[config.mk]
export PLATFORM = sky130hd
export DESIGN_NAME = mdu_iter_flat
export DESIGN_NICKNAME = d
export VERILOG_FILES = /design/src/rtl/mdu_iter_pkg.sv /design/src/rtl/mdu_iter_if.sv /design/src/rtl/mdu_iter_step.sv /design/src/rtl/mdu_iter.sv /design/src/flat_wrapper.sv
export SDC_FILE = /design/constraint.sdc
export NUM_CORES = 1
export LEC_CHECK = 0
export CAP_MARGIN = 20
export CORE_MARGIN = 3
export CORE_UTILIZATION = 44
export DETAILED_ROUTE_END_ITERATION = 16
export GPL_TIMING_DRIVEN = 1
export HOLD_SLACK_MARGIN = 0.03
export PLACE_DENSITY_LB_ADDON = 0.12
export SYNTH_ARGS = -nofsm -noshare
export SYNTH_HDL_FRONTEND = slang
export SYNTH_SLANG_ARGS = --single-unit
[constraint.sdc]
create_clock -name clk -period 4.2 [get_ports clk]
set_clock_uncertainty 0.2 [all_clocks]
set_input_delay 0.84 -clock clk [delete_from_list [all_inputs] [get_ports clk]]
set_output_delay 0.84 -clock clk [all_outputs]
set_load 0.1 [all_outputs]
[src/rtl/mdu_iter_pkg.sv]
`default_nettype none
// +----------------------------------------------------------------------------+
// | Module : mdu_iter_pkg                                                      |
// | Brief  : Op codes, FSM state encodings and iteration count for mdu_iter.   |
// | Rev    : 1.0  initial release                                              |
// +----------------------------------------------------------------------------+
package mdu_iter_pkg;

    typedef logic [1:0] mdu_op_t;

    localparam mdu_op_t c_OP_MULT  = 2'd0;
    localparam mdu_op_t c_OP_MULTU = 2'd1;
    localparam mdu_op_t c_OP_DIV   = 2'd2;
    localparam mdu_op_t c_OP_DIVU  = 2'd3;

    localparam logic [1:0] c_ST_IDLE = 2'd0;
    localparam logic [1:0] c_ST_CALC = 2'd1;
    localparam logic [1:0] c_ST_FIX  = 2'd2;
    localparam logic [1:0] c_ST_DONE = 2'd3;

    localparam int c_ITERS = 32;

    // Bit 0 clear marks the signed variants (MULT, DIV); bit 1 set marks divides.
    function automatic logic op_is_signed(input mdu_op_t op);
        return ~op[0];
    endfunction

endpackage
`default_nettype wire

[src/rtl/mdu_iter_if.sv]
`default_nettype none
// +----------------------------------------------------------------------------+
// | Module : mdu_iter_if                                                       |
// | Brief  : Core <-> multiply/divide unit request, MTHI/MTLO and HI/LO bus.   |
// | Rev    : 1.0  initial release                                              |
// +----------------------------------------------------------------------------+
interface mdu_iter_if #(
    parameter int WIDTH = 32
);
    logic             start;
    logic [1:0]       op;
    logic [WIDTH-1:0] a;
    logic [WIDTH-1:0] b;
    logic             hi_we;
    logic             lo_we;
    logic [WIDTH-1:0] wdata;
    logic             busy;
    logic             done;
    logic             div0;
    logic [WIDTH-1:0] hi;
    logic [WIDTH-1:0] lo;

    modport master (
        output start, op, a, b, hi_we, lo_we, wdata,
        input  busy, done, div0, hi, lo
    );

    modport slave (
        input  start, op, a, b, hi_we, lo_we, wdata,
        output busy, done, div0, hi, lo
    );
endinterface
`default_nettype wire

[src/rtl/mdu_iter_step.sv]
`default_nettype none
// +----------------------------------------------------------------------------+
// | Module : mdu_step                                                          |
// | Brief  : Combinational add/sub step shared by multiply and divide paths.   |
// | Rev    : 1.0  initial release                                              |
// +----------------------------------------------------------------------------+
module mdu_step #(
    parameter int WIDTH = 33
) (
    input  wire logic [WIDTH-1:0] i_x,
    input  wire logic [WIDTH-1:0] i_y,
    input  wire logic             i_sub,
    output logic      [WIDTH-1:0] o_sum,
    output logic                  o_borrow
);
    logic [WIDTH:0] w_full;

    // Subtract as x + ~y + 1; a missing carry out means y > x.
    assign w_full   = {1'b0, i_x} + {1'b0, (i_sub ? ~i_y : i_y)} + {{WIDTH{1'b0}}, i_sub};
    assign o_sum    = w_full[WIDTH-1:0];
    assign o_borrow = i_sub & ~w_full[WIDTH];
endmodule
`default_nettype wire

[src/rtl/mdu_iter.sv]
`default_nettype none
// +----------------------------------------------------------------------------+
// | Module : mdu_iter                                                          |
// | Brief  : Iterative MULT/MULTU/DIV/DIVU unit with HI/LO registers.          |
// |          Divider present only when MDU_DIV_EN is defined.                  |
// | Rev    : 1.0  initial release                                              |
// +----------------------------------------------------------------------------+
module mdu_iter
    import mdu_iter_pkg::*;
#(
    parameter int WIDTH = 32
) (
    input  wire logic   clk,
    input  wire logic   rst_n,
    mdu_iter_if.slave   bus
);
    localparam int               c_CNT_W = $clog2(c_ITERS);
    localparam logic [c_CNT_W-1:0] c_LAST  = c_CNT_W'(c_ITERS - 1);

    logic [1:0]         r_state;
    logic [c_CNT_W-1:0] r_cnt;
    mdu_op_t            r_op;
    logic               r_sign_q;
    logic [2*WIDTH-1:0] r_acc;
    logic [WIDTH-1:0]   r_opb;
    logic [WIDTH-1:0]   r_hi;
    logic [WIDTH-1:0]   r_lo;
    logic               r_busy;
    logic               r_done;
    logic               r_div0;

    logic               w_signed_in;
    logic [WIDTH-1:0]   w_a_mag;
    logic [WIDTH-1:0]   w_b_mag;
    logic               w_skip;
    logic               w_div0;
    logic [WIDTH:0]     w_x;
    logic [WIDTH:0]     w_y;
    logic               w_sub;
    logic [WIDTH:0]     w_sum;
    logic               w_borrow;
    logic [2*WIDTH-1:0] w_acc_next;
    logic [WIDTH-1:0]   w_hi_fix;
    logic [WIDTH-1:0]   w_lo_fix;

    assign w_signed_in = op_is_signed(bus.op);
    assign w_a_mag     = (w_signed_in && bus.a[WIDTH-1]) ? (~bus.a + 1'b1) : bus.a;
    assign w_b_mag     = (w_signed_in && bus.b[WIDTH-1]) ? (~bus.b + 1'b1) : bus.b;

    mdu_step #(.WIDTH(WIDTH + 1)) u_step (
        .i_x      (w_x),
        .i_y      (w_y),
        .i_sub    (w_sub),
        .o_sum    (w_sum),
        .o_borrow (w_borrow)
    );

`ifdef MDU_DIV_EN
    logic r_sign_r;

    assign w_skip = bus.op[1] && (bus.b == '0);
    assign w_div0 = w_skip;
    // Divide: partial remainder with next dividend bit vs divisor; multiply: hi half + gated multiplicand.
    assign w_x    = r_op[1] ? r_acc[2*WIDTH-1:WIDTH-1] : {1'b0, r_acc[2*WIDTH-1:WIDTH]};
    assign w_y    = {1'b0, ((r_op[1] || r_acc[0]) ? r_opb : '0)};
    assign w_sub  = r_op[1];

    always_comb begin
        w_acc_next = {w_sum, r_acc[WIDTH-1:1]};
        w_hi_fix   = r_acc[2*WIDTH-1:WIDTH];
        w_lo_fix   = r_acc[WIDTH-1:0];
        if (r_op[1]) begin
            w_acc_next = w_borrow ? {r_acc[2*WIDTH-2:0], 1'b0}
                                  : {w_sum[WIDTH-1:0], r_acc[WIDTH-2:0], 1'b1};
            if (op_is_signed(r_op) && r_sign_q) w_lo_fix = ~r_acc[WIDTH-1:0] + 1'b1;
            if (op_is_signed(r_op) && r_sign_r) w_hi_fix = ~r_acc[2*WIDTH-1:WIDTH] + 1'b1;
        end else if (op_is_signed(r_op) && r_sign_q) begin
            {w_hi_fix, w_lo_fix} = ~r_acc + 1'b1;
        end
    end

    always_ff @(posedge clk or negedge rst_n) begin
        if (!rst_n)                                   r_sign_r <= 1'b0;
        else if (r_state == c_ST_IDLE && bus.start)   r_sign_r <= bus.a[WIDTH-1];
    end
`else
    logic w_unused;

    // Without the divider every divide request completes immediately and untouched.
    assign w_skip   = bus.op[1];
    assign w_div0   = 1'b0;
    assign w_x      = {1'b0, r_acc[2*WIDTH-1:WIDTH]};
    assign w_y      = {1'b0, (r_acc[0] ? r_opb : '0)};
    assign w_sub    = 1'b0;
    assign w_unused = &{1'b0, w_borrow, r_op[1]};

    always_comb begin
        w_acc_next = {w_sum, r_acc[WIDTH-1:1]};
        {w_hi_fix, w_lo_fix} = r_acc;
        if (op_is_signed(r_op) && r_sign_q) {w_hi_fix, w_lo_fix} = ~r_acc + 1'b1;
    end
`endif

    always_ff @(posedge clk or negedge rst_n) begin
        if (!rst_n) begin
            r_state  <= c_ST_IDLE;
            r_cnt    <= '0;
            r_op     <= c_OP_MULT;
            r_sign_q <= 1'b0;
            r_acc    <= '0;
            r_opb    <= '0;
            r_hi     <= '0;
            r_lo     <= '0;
            r_busy   <= 1'b0;
            r_done   <= 1'b0;
            r_div0   <= 1'b0;
        end else begin
            r_done <= 1'b0;
            r_div0 <= 1'b0;
            case (r_state)
                c_ST_IDLE: begin
                    if (bus.start) begin
                        r_op     <= bus.op;
                        r_sign_q <= bus.a[WIDTH-1] ^ bus.b[WIDTH-1];
                        r_cnt    <= '0;
                        r_acc    <= {{WIDTH{1'b0}}, w_a_mag};
                        r_opb    <= w_b_mag;
                        r_busy   <= 1'b1;
                        if (w_skip) begin
                            r_state <= c_ST_DONE;
                            r_done  <= 1'b1;
                            r_div0  <= w_div0;
                        end else begin
                            r_state <= c_ST_CALC;
                        end
                    end else begin
                        if (bus.hi_we) r_hi <= bus.wdata;
                        if (bus.lo_we) r_lo <= bus.wdata;
                    end
                end
                c_ST_CALC: begin
                    r_acc <= w_acc_next;
                    r_cnt <= r_cnt + 1'b1;
                    if (r_cnt == c_LAST) r_state <= c_ST_FIX;
                end
                c_ST_FIX: begin
                    r_hi    <= w_hi_fix;
                    r_lo    <= w_lo_fix;
                    r_done  <= 1'b1;
                    r_state <= c_ST_DONE;
                end
                default: begin
                    r_busy  <= 1'b0;
                    r_state <= c_ST_IDLE;
                end
            endcase
        end
    end

    assign bus.busy = r_busy;
    assign bus.done = r_done;
    assign bus.div0 = r_div0;
    assign bus.hi   = r_hi;
    assign bus.lo   = r_lo;
endmodule
`default_nettype wire

[src/flat_wrapper.sv]
// flat-port wrapper written by rule: the top's interface ports become plain ports
module mdu_iter_flat import mdu_iter_pkg::*;
#(
    parameter int WIDTH = 32
)
  (clk, rst_n, bus_start, bus_op, bus_a, bus_b, bus_hi_we, bus_lo_we, bus_wdata, bus_busy, bus_done, bus_div0, bus_hi, bus_lo);
  mdu_iter_if #(.WIDTH(WIDTH)) bus_i ();
  input  wire logic clk;
  input  wire logic rst_n;
  input wire logic [$bits(bus_i.start)-1:0] bus_start;
  input wire logic [$bits(bus_i.op)-1:0] bus_op;
  input wire logic [$bits(bus_i.a)-1:0] bus_a;
  input wire logic [$bits(bus_i.b)-1:0] bus_b;
  input wire logic [$bits(bus_i.hi_we)-1:0] bus_hi_we;
  input wire logic [$bits(bus_i.lo_we)-1:0] bus_lo_we;
  input wire logic [$bits(bus_i.wdata)-1:0] bus_wdata;
  output wire logic [$bits(bus_i.busy)-1:0] bus_busy;
  output wire logic [$bits(bus_i.done)-1:0] bus_done;
  output wire logic [$bits(bus_i.div0)-1:0] bus_div0;
  output wire logic [$bits(bus_i.hi)-1:0] bus_hi;
  output wire logic [$bits(bus_i.lo)-1:0] bus_lo;
  assign bus_i.start = bus_start;
  assign bus_i.op = bus_op;
  assign bus_i.a = bus_a;
  assign bus_i.b = bus_b;
  assign bus_i.hi_we = bus_hi_we;
  assign bus_i.lo_we = bus_lo_we;
  assign bus_i.wdata = bus_wdata;
  assign bus_busy = bus_i.busy;
  assign bus_done = bus_i.done;
  assign bus_div0 = bus_i.div0;
  assign bus_hi = bus_i.hi;
  assign bus_lo = bus_i.lo;
  mdu_iter #(.WIDTH(WIDTH)) u_core (.clk(clk), .rst_n(rst_n), .bus(bus_i));
endmodule
==> results.txt, run 1 <==
Status - finished, final reports clean
Die width - 168 um
Normalized max-slew margin - 0.311
Top post-synthesis cells by area - dfrtp_1, o21ai_0, xor2_1, xnor2_1, nand2_1
Post-Route M1 WL - 17400 um
Top delay family on crit path - compound AO/OA/AOI/OAI gates
WL/cell - 18.7 um
Die area - 28100 um^2
CP required - 4.30 ns
Power Density - 907 nW/um^2
Synth warn - 0
Crit Path Category - flop to flop
Via density per instance - 5.71
PnR worst setup slack - 0.548 ns
CP startpoint kind - flop
Clk buf depth - 2
Yosys top cell by area - dfrtp_1
Met3 wire len - 2240 um
CP endpoint kind - flop
Top-area cell type share of the netlist area - 0.372
Clk pin slew, worst setup/hold paths - 0.07 ns
Peak VDD IR - 0.873 mV
Met2 routed WL - 14400 um
CTS Buf Count - 17
Die span in y - 168 um
Crit-path cells - and2_1 -> ha_1 -> nand2_1 -> a211oi_1 -> a21o_1 -> a41oi_1 -> buf_4 -> o41ai_1 -> o31a_1 -> o21ai_0
Tot Pwr - 12.8 mW
Post-Syn Area - 11500 um^2
Pre-CTS setup slack - 0.434 ns
Fmax - 274 MHz
Mapped Nets - 1526
Slowest cell on crit path - o41ai_1
Share of layout cells above drive strength 1 - 0.0551
Synth unique cells - 66
Routability Congestion - 0.899
Gr usage total - 0.244
Clock sink count - 171
Clock Latency Late Sink - 0.42 ns
# port buffers - 168
# rows - 58
Most frequent cells in the layout - dfrtp_1, clkdlybuf4s50_1, nand2_1
Switching Share - 0.548
CTS tree - yes
Root buf cell - clkbuf_16
Placed cell area - 13500 um^2
RSZ-0062 raised after global routing - no
Fin nets - 1657
Number of flops mapped to enable cells by yosys - 0
Post-CTS resize count - 0
Number of synthesized register bits - 171
Finished Cell Area - 14100 um^2
Comb power frac - 0.615
Worst EP arrival - 3.76 ns
P&R area growth vs syn - 22.4%
Detailed-route via count - 10600
Share of synthesized flip-flops with an asynchronous set or reset - 1.00
Total Neg Setup Slack - 0 ns
Num ports - 170
Post-CTS Hold Fix Bufs - 0
Most common cell after layout, fill and taps aside - dfrtp_1
Gate Count Post-Synth - 1381
GRT overflow - 0
CORE AREA - 25500 um^2
Ant diodes - 0
Final Util - 0.553
P_int - 5.77 mW
Initial DRT Pass Iterations - 5
Net Sw Power - 7.01 mW
Drt initial violations - 1020
Hold crit path type - input port to async pin
Top sig layer - met4
First-pass GRT wire length - 55200 um
Final Hold Fails - 0
Final Max Tran Viols - 0
Total Wirelength - 34700 um
DR DRC count - 0
Initial Utilization - 0.452
Post-Syn Area per Cell - 8.34 um^2
Clock share of power - 0.123
Largest net degree at the start of global routing - 72
Tcrit/Tclk final - 0.870
Setup Viol. Count Final - 0
Max-Cap Viols - 0
Worst-Margin Slew - 1.03 ns
Slowest cell delay on critical path - 0.70 ns
Clock period minus final worst setup slack - 3.65 ns
Hpwl dp - 26900 um
Sequential fraction of the synthesis area - 0.372
Vias in the first global route - 9854
Synth Flop Type - dfrtp_1
Buf+Inv Stages, Crit Path - 1
Number of post-CTS setup repair buffers - 0
Initial antenna violation count - 0
CTS H-tree lvls - 4
Post-DRT Antenna Nets - 0
Leakage power - 5.83 nW
CP Max Fanout - 33
Seq pwr share - 0.262
==> metal layers <==
| metal | global-route usage | vias up |
|---|---|---|
| met1 | 0.387 | 4994 |
| met4 | 0.0647 | 0 |
| met5 | 0 | - |
| li1 | - | 5208 |
| met2 | 0.348 | 362 |
| met3 | 0.0307 | 30 |
==> power by group through the flow <==
stage | Clock (mW) | Combinational [mW] | Sequential, mW
after detailed placement | 0 | 7.82 | 3.36
final | 1.57 | 7.86 | 3.35
after floorplan | 0 | 3.78 | 5.17
after CTS | 1.60 | 7.84 | 3.33
after global routing | 1.67 | 8.47 | 3.46
after global placement | 0 | 7.73 | 3.35
==> worst reg2reg max path: stages, from the launching register on <==
cell,delay [ns]
dfrtp_1,0.65
and2_1,0.28
ha_1,0.40
nand2_1,0.11
a211oi_1,0.22
a21o_1,0.23
a41oi_1,0.21
buf_4,0.21
o41ai_1,0.70
o31a_1,0.25
o21ai_0,0.08
==> stage by stage <==
stage	hold slack, ns	instances
6_report	0.204	1855
5_1_grt	0.235	1855
4_1_cts	0.223	1855
3_5_place_dp	0.264	1823
3_3_place_gp	0.254	1822
2_1_floorplan	0.242	1381
==> cell families after synthesis <==
logic type / Yosys count / synth area share
and+or+nand+nor: 465 / 0.194
muxes: 10 / 0.00913
xor gates and xnor gates: 144 / 0.110
buffers and inverters: 110 / 0.0364
adders and majority gates: 42 / 0.0463
AOI/OAI and AO/OA: 438 / 0.233
other: 1 / 0.000326
DFF: 171 / 0.372
==> synthesized netlist by cell type, types with 20 or more instances <==
cell,number
nor3_1,20
ha_1,41
xnor2_1,70
a21o_1,26
a21oi_1,110
nand2_1,151
o21ai_1,24
o31ai_1,21
and2_1,37
dfrtp_1,171
xor2_1,74
clkbuf_1,77
nor2_1,131
inv_1,27
o21ai_0,132
a221oi_1,25
nand3_1,21
==> worst paths after layout <==
check	cells after the start	to	startpoint	slack, ns
setup / recovery	10	u_core.r_acc[62]$_DFFE_PN0P_	u_core.r_acc[0]$_DFFE_PN0P_	0.55
hold / removal	1	u_core.bus.hi[11]$_DFFE_PN0P_	rst_n	0.20
setup reg to reg	10	u_core.r_acc[62]$_DFFE_PN0P_	u_core.r_acc[0]$_DFFE_PN0P_	0.55
hold reg to reg	2	u_core.r_opb[28]$_DFFE_PN0P_	u_core.r_opb[28]$_DFFE_PN0P_	0.28
max in group asynchronous	2	u_core.r_opb[26]$_DFFE_PN0P_	rst_n	2.72
min in group clk	2	u_core.r_opb[28]$_DFFE_PN0P_	u_core.r_opb[28]$_DFFE_PN0P_	0.28
==> sequential cells by signal (all words and copies together) (netlist names) <==
register,cells
u_core.r_state,2
u_core.r_op,1
u_core.r_cnt,5
u_core.bus.lo,32
u_core.r_sign_q,1
u_core.bus.hi,32
u_core.r_acc,64
u_core.bus.done,1
u_core.r_opb,32
u_core.bus.busy,1
==> cell type report <==
class	instances	area (um^2)
multi-input cells	1100	6830
repair buffers	195	1900
flip-flops and latches	171	4280
clock inverters	13	141
inverters	27	101
well taps	330	413
fillers	2402	11400
clock buffers	19	433
Power figures use the tool's default switching activity.
==> run 2: changes to the inputs <==
Settings changed: MAX_ROUTING_LAYER set to met4.
==> run 2 against run 1 <==
Against the previous run: setup slack gained 0.075 ns; non-clock buffer count grew 3; die area is the same; cell count grew 0.16%; sequential power is essentially flat; first-iteration DRC count grew 3.4%; count of clock-buffer cells in the layout is the same; critical path type unchanged; critical endpoint unchanged.
==> results.txt, run 2 (synthesized netlist as in run 1, its figures left out) <==
Post-DRT Antenna Nets - 0 (unchanged)
Root buf cell - clkbuf_16 (unchanged)
Max-Cap Viols - 0 (unchanged)
Most used cell, CP - buf_4
Crit Path Category - flop to flop (unchanged)
Status - finished, final reports clean (unchanged)
Die area - 28100 um^2 (unchanged)
Total Neg Setup Slack - 0 ns (unchanged)
Most flops, register - u_core.r_acc (unchanged)
Drt initial violations - 1055 (was 1020)
Clk buf depth - 2 (unchanged)
Die span in y - 168 um (unchanged)
Tot Pwr - 12.9 mW (was 12.8 mW)
Buf+Inv Stages, Crit Path - 2 (was 1)
Routability Congestion - 0.906 (was 0.899)
Layout fillers - 2374 (was 2402)
Initial DRT Pass Iterations - 6 (was 5)
Clock sink count - 171 (unchanged)
# rows - 58 (unchanged)
WL/cell - 18.5 um (was 18.7 um)
First-pass GRT wire length - 54500 um (was 55200 um)
Hpwl dp - 26800 um (was 26900 um)
Leakage power - 5.84 nW (was 5.83 nW)
CTS Buf Count - 17 (unchanged)
CP endpoint kind - flop (unchanged)
Hold crit path type - input port to async pin (unchanged)
RSZ-0062 raised after global routing - no (unchanged)
Crit-path cells - buf_4 -> and2_1 -> ha_1 -> nand2_1 -> a211oi_1 -> a21o_1 -> a41oi_1 -> buf_4 -> o41ai_1 -> o31a_1 -> o21ai_0 (was and2_1 -> ha_1 -> nand2_1 -> a211oi_1 -> a21o_1 -> a41oi_1 -> buf_4 -> o41ai_1 -> o31a_1 -> o21ai_0)
Num ports - 170 (unchanged)
CP Max Fanout - 19 (was 33)
Tcrit/Tclk final - 0.852 (was 0.870)
Share of layout cells above drive strength 1 - 0.0576 (was 0.0551)
Total Wirelength - 34400 um (was 34700 um)
Most frequent cells in the layout - dfrtp_1, clkdlybuf4s50_1, nand2_1 (unchanged)
Normalized max-slew margin - 0.310 (was 0.311)
Ant diodes - 0 (unchanged)
Fin nets - 1660 (was 1657)
CP required - 4.31 ns (was 4.30 ns)
CTS H-tree lvls - 4 (unchanged)
Initial antenna violation count - 0 (unchanged)
Final Max Tran Viols - 0 (unchanged)
Top delay family on crit path - compound AO/OA/AOI/OAI gates (unchanged)
Die width - 168 um (unchanged)
P&R area growth vs syn - 23.0% (was 22.4%)
Final Util - 0.556 (was 0.553)
GRT overflow - 0 (unchanged)
Clk pin slew, worst setup/hold paths - 0.07 ns (about the same)
Clock Latency Late Sink - 0.43 ns (was 0.42 ns)
Power Density - 910 nW/um^2 (was 907 nW/um^2)
Largest net degree at the start of global routing - 72 (unchanged)
DR DRC count - 0 (unchanged)
Clock period minus final worst setup slack - 3.58 ns (was 3.65 ns)
Post-CTS Hold Fix Bufs - 0 (unchanged)
Vias in the first global route - 9813 (was 9854)
Peak VDD IR - 0.776 mV (was 0.873 mV)
Most common cell after layout, fill and taps aside - dfrtp_1 (unchanged)
Slowest cell on crit path - o41ai_1 (unchanged)
Post-CTS resize count - 0 (unchanged)
Detailed-route via count - 10500 (was 10600)
Worst EP arrival - 3.69 ns (was 3.76 ns)
Gr usage total - 0.248 (was 0.244)
Final Hold Fails - 0 (unchanged)
Setup Viol. Count Final - 0 (unchanged)
Initial Utilization - 0.452 (unchanged)
CORE AREA - 25500 um^2 (unchanged)
Via density per instance - 5.66 (was 5.71)
# port buffers - 168 (unchanged)
Number of post-CTS setup repair buffers - 0 (unchanged)
CP startpoint kind - flop (unchanged)
Number of flip-flops in the largest register - 64 (unchanged)
CTS tree - yes (unchanged)
Fmax - 280 MHz (was 274 MHz)
Slowest cell delay on critical path - 0.72 ns (was 0.70 ns)
Worst-Margin Slew - 1.03 ns (about the same)
run 2: cell count changes in the layout (fill, tap and decap cells not counted), sizes merged:
cell / previous run / this run
buf: 28 / 31
clkinvlp: 0 / 5
clkinv: 7 / 3
bufinv: 2 / 3
inv: 31 / 29
run 2: layout make-up:
class,instances,area (um^2),share of cell area
multi-input cells,1100,6830,0.482
flip-flops and latches,171,4280,0.302
repair buffers,198,1930,0.136
clock buffers,19,443,0.0313
well taps,330,413,0.0291
clock inverters,13,168,0.0118
inverters,27,101,0.00715
run 2: routing by layer:
layer,up-vias,track usage,wire length [um]
li1,5218,-,-
met1,4914,0.382,17500
met2,361,0.349,14400
met3,21,0.0349,2080
met4,0,0.0494,445
met5,-,-,0
run 2: path summary, 6_finish.rpt:
kind / startpoint / endpoint / slack, ns / cells after the start
worst max-delay path: u_core.r_acc[0]$_DFFE_PN0P_ / u_core.r_acc[62]$_DFFE_PN0P_ / 0.62 / 11
worst min-delay path: rst_n / u_core.bus.hi[11]$_DFFE_PN0P_ / 0.18 / 1
worst max register to register: u_core.r_acc[0]$_DFFE_PN0P_ / u_core.r_acc[62]$_DFFE_PN0P_ / 0.62 / 11
worst min register to register: u_core.r_opb[19]$_DFFE_PN0P_ / u_core.r_opb[19]$_DFFE_PN0P_ / 0.27 / 2
max in group asynchronous: rst_n / u_core.r_acc[48]$_DFFE_PN0P_ / 2.79 / 2
min in group clk: u_core.r_opb[19]$_DFFE_PN0P_ / u_core.r_opb[19]$_DFFE_PN0P_ / 0.27 / 2
run 2: metrics by stage:
stage	hold WS (ns)	instance area (um^2)	instances	setup WS [ns]
4_1_cts	0.203	14200	1858	0.666
3_5_place_dp	0.263	13600	1826	0.492
6_report	0.182	14200	1858	0.623
5_1_grt	0.215	14200	1858	0.339
3_3_place_gp	0.255	13500	1825	0.540
2_1_floorplan	0.242	11500	1381	1.07
run 2: power breakdown:
| group | internal (mW) | switching [mW] |
|---|---|---|
| sequential | 2.43 | 0.911 |
| clock | 0.957 | 0.703 |
| combinational | 2.49 | 5.40 |
| total | 5.88 | 7.01 |
==> run 3: changes to the inputs <==
Settings changed: PLACE_DENSITY set to 0.67, PLACE_DENSITY_LB_ADDON 0.12 to not set.
==> run 3 against run 2 <==
Against the previous run: first-iteration DRC count is 6.4% higher; combinational power down 1%; setup slack worse by 0.029 ns; cell count is 0.38% lower; register-to-register slack got worse by 0.03 ns; total power down 0.93%; design area fell by 0.56%; die area did not move; sequential power about the same; clock power down 3%; non-clock buffer count decreased by 7; routed wire length fell by 0.12%.
==> results.txt, run 3 (synthesized netlist as in run 1, its figures left out) <==
Status - finished, final reports clean (unchanged)
Drt initial violations - 1123 (was 1055)
Leakage power - 5.81 nW (was 5.84 nW)
Pre-CTS setup slack - 0.461 ns (was 0.492 ns)
Max-Cap Viols - 0 (unchanged)
CTS Buf Count - 17 (unchanged)
Post-CTS resize count - 0 (unchanged)
Worst-Margin Slew - 1.08 ns (was 1.03 ns)
CTS tree - yes (unchanged)
Slowest cell delay on critical path - 0.86 ns (was 0.72 ns)
Hold crit path type - input port to async pin (unchanged)
Peak VDD IR - 0.947 mV (was 0.776 mV)
Slowest cell on crit path - dfrtp_1 (was o41ai_1)
Clock period minus final worst setup slack - 3.61 ns (was 3.58 ns)
Initial Utilization - 0.452 (unchanged)
Total Wirelength - 34300 um (was 34400 um)
Die area - 28100 um^2 (unchanged)
Setup Viol. Count Final - 0 (unchanged)
CORE AREA - 25500 um^2 (unchanged)
Share of layout cells above drive strength 1 - 0.0539 (was 0.0576)
Root buf cell - clkbuf_16 (unchanged)
Final Util - 0.553 (was 0.556)
Tot Pwr - 12.8 mW (was 12.9 mW)
Fin nets - 1653 (was 1660)
P&R area growth vs syn - 22.4% (was 23.0%)
WL/cell - 18.5 um (about the same)
Crit-path cells - and2_1 -> ha_1 -> inv_1 -> fa_1 -> inv_1 -> a21oi_1 -> o221ai_1 -> buf_4 -> a31oi_1 -> o211ai_1 -> a21oi_1 -> o311ai_0 (was buf_4 -> and2_1 -> ha_1 -> nand2_1 -> a211oi_1 -> a21o_1 -> a41oi_1 -> buf_4 -> o41ai_1 -> o31a_1 -> o21ai_0)
R2r setup slk - 0.59 ns (was 0.62 ns)
CP Max Fanout - 34 (was 19)
Buf+Inv Stages, Crit Path - 3 (was 2)
CP endpoint kind - flop (unchanged)
Crit Path Category - flop to flop (unchanged)
Number of flip-flops in the largest register - 64 (unchanged)
Vias in the first global route - 9884 (was 9813)
Detailed-route via count - 10600 (was 10500)
Gr usage total - 0.250 (was 0.248)
Power Density - 906 nW/um^2 (was 910 nW/um^2)
Most flops, register - u_core.r_acc (unchanged)
Post-DRT Antenna Nets - 0 (unchanged)
Ant diodes - 0 (unchanged)
Layout fillers - 2364 (was 2374)
Tcrit/Tclk final - 0.859 (was 0.852)
Total Neg Setup Slack - 0 ns (unchanged)
Via density per instance - 5.73 (was 5.66)
Top delay family on crit path - compound AO/OA/AOI/OAI gates (unchanged)
Final Max Tran Viols - 0 (unchanged)
Fmax - 277 MHz (was 280 MHz)
Clock sink count - 171 (unchanged)
Die span in y - 168 um (unchanged)
Initial DRT Pass Iterations - 5 (was 6)
CP startpoint kind - flop (unchanged)
DR DRC count - 0 (unchanged)
# port buffers - 168 (unchanged)
Normalized max-slew margin - 0.276 (was 0.310)
Routability Congestion - 0.933 (was 0.906)
CTS H-tree lvls - 4 (unchanged)
Clk pin slew, worst setup/hold paths - 0.08 ns (was 0.07 ns)
Clk buf depth - 2 (unchanged)
# rows - 58 (unchanged)
Hpwl dp - 26700 um (was 26800 um)
PnR worst setup slack - 0.594 ns (was 0.623 ns)
Post-CTS Hold Fix Bufs - 0 (unchanged)
Die width - 168 um (unchanged)
Most frequent cells in the layout - dfrtp_1, clkdlybuf4s50_1, nand2_1 (unchanged)
Hold_ws - 0.265 ns (was 0.182 ns)
RSZ-0062 raised after global routing - no (unchanged)
GRT overflow - 0 (unchanged)
First-pass GRT wire length - 55700 um (was 54500 um)
Number of post-CTS setup repair buffers - 0 (unchanged)
Final Hold Fails - 0 (unchanged)
Num ports - 170 (unchanged)
Most common cell after layout, fill and taps aside - dfrtp_1 (unchanged)
Clock Latency Late Sink - 0.44 ns (was 0.43 ns)
CP required - 4.31 ns (about the same)
Largest net degree at the start of global routing - 85 (was 72)
Initial antenna violation count - 0 (unchanged)
Worst EP arrival - 3.71 ns (was 3.69 ns)
-- run 3: stage by stage --
stage / instance area, um^2 / cells
finish: 14100 / 1851
global route: 14100 / 1851
CTS: 14100 / 1851
detailed placement: 13500 / 1819
global placement: 13500 / 1818
floorplan: 11500 / 1381
-- run 3: area by class of cell --
| type | instances | area [um^2] | share of cell area |
|---|---|---|---|
| timing repair buffer | 191 | 1880 | 0.133 |
| tap | 330 | 413 | 0.0293 |
| multi-input combinational | 1100 | 6830 | 0.485 |
| inverter | 27 | 101 | 0.00719 |
| sequential | 171 | 4280 | 0.304 |
| clock inverter | 14 | 150 | 0.0107 |
| clock buffer | 18 | 439 | 0.0312 |
-- run 3: path summary, 6_finish.rpt --
kind                                        startpoint                           end  depth (start not counted)
setup / recovery           u_core.r_acc[0]$_DFFE_PN0P_  u_core.r_acc[61]$_DFFE_PN0P_                         12
hold / removal                                   rst_n  u_core.bus.lo[7]$_DFFE_PN0P_                          1
setup reg to reg           u_core.r_acc[0]$_DFFE_PN0P_  u_core.r_acc[61]$_DFFE_PN0P_                         12
hold reg to reg            u_core.r_opb[9]$_DFFE_PN0P_   u_core.r_opb[9]$_DFFE_PN0P_                          2
max in group asynchronous                        rst_n  u_core.r_opb[31]$_DFFE_PN0P_                          2
min in group clk           u_core.r_opb[9]$_DFFE_PN0P_   u_core.r_opb[9]$_DFFE_PN0P_                          2
-- run 3: report_power, final --
part	switching, mW	internal (mW)
Sequential	0.944	2.43
Combinational	5.33	2.45
Clock	0.749	0.861
-- run 3: per-layer routing --
layer	routed length, um	global-route usage
met4	577	0.0580
met2	14200	0.347
met3	2090	0.0283
met5	0	-
met1	17500	0.389
-- run 3: worst reg2reg max path, delay by kind of cell (launching register included) --
| family | cells | cell delay, ns |
|---|---|---|
| AOI/OAI and AO/OA | 6 | 1.28 |
| and+or+nand+nor | 1 | 0.24 |
| buffers and inverters | 3 | 0.32 |
| DFF | 1 | 0.86 |
| adders and majority gates | 2 | 0.59 |
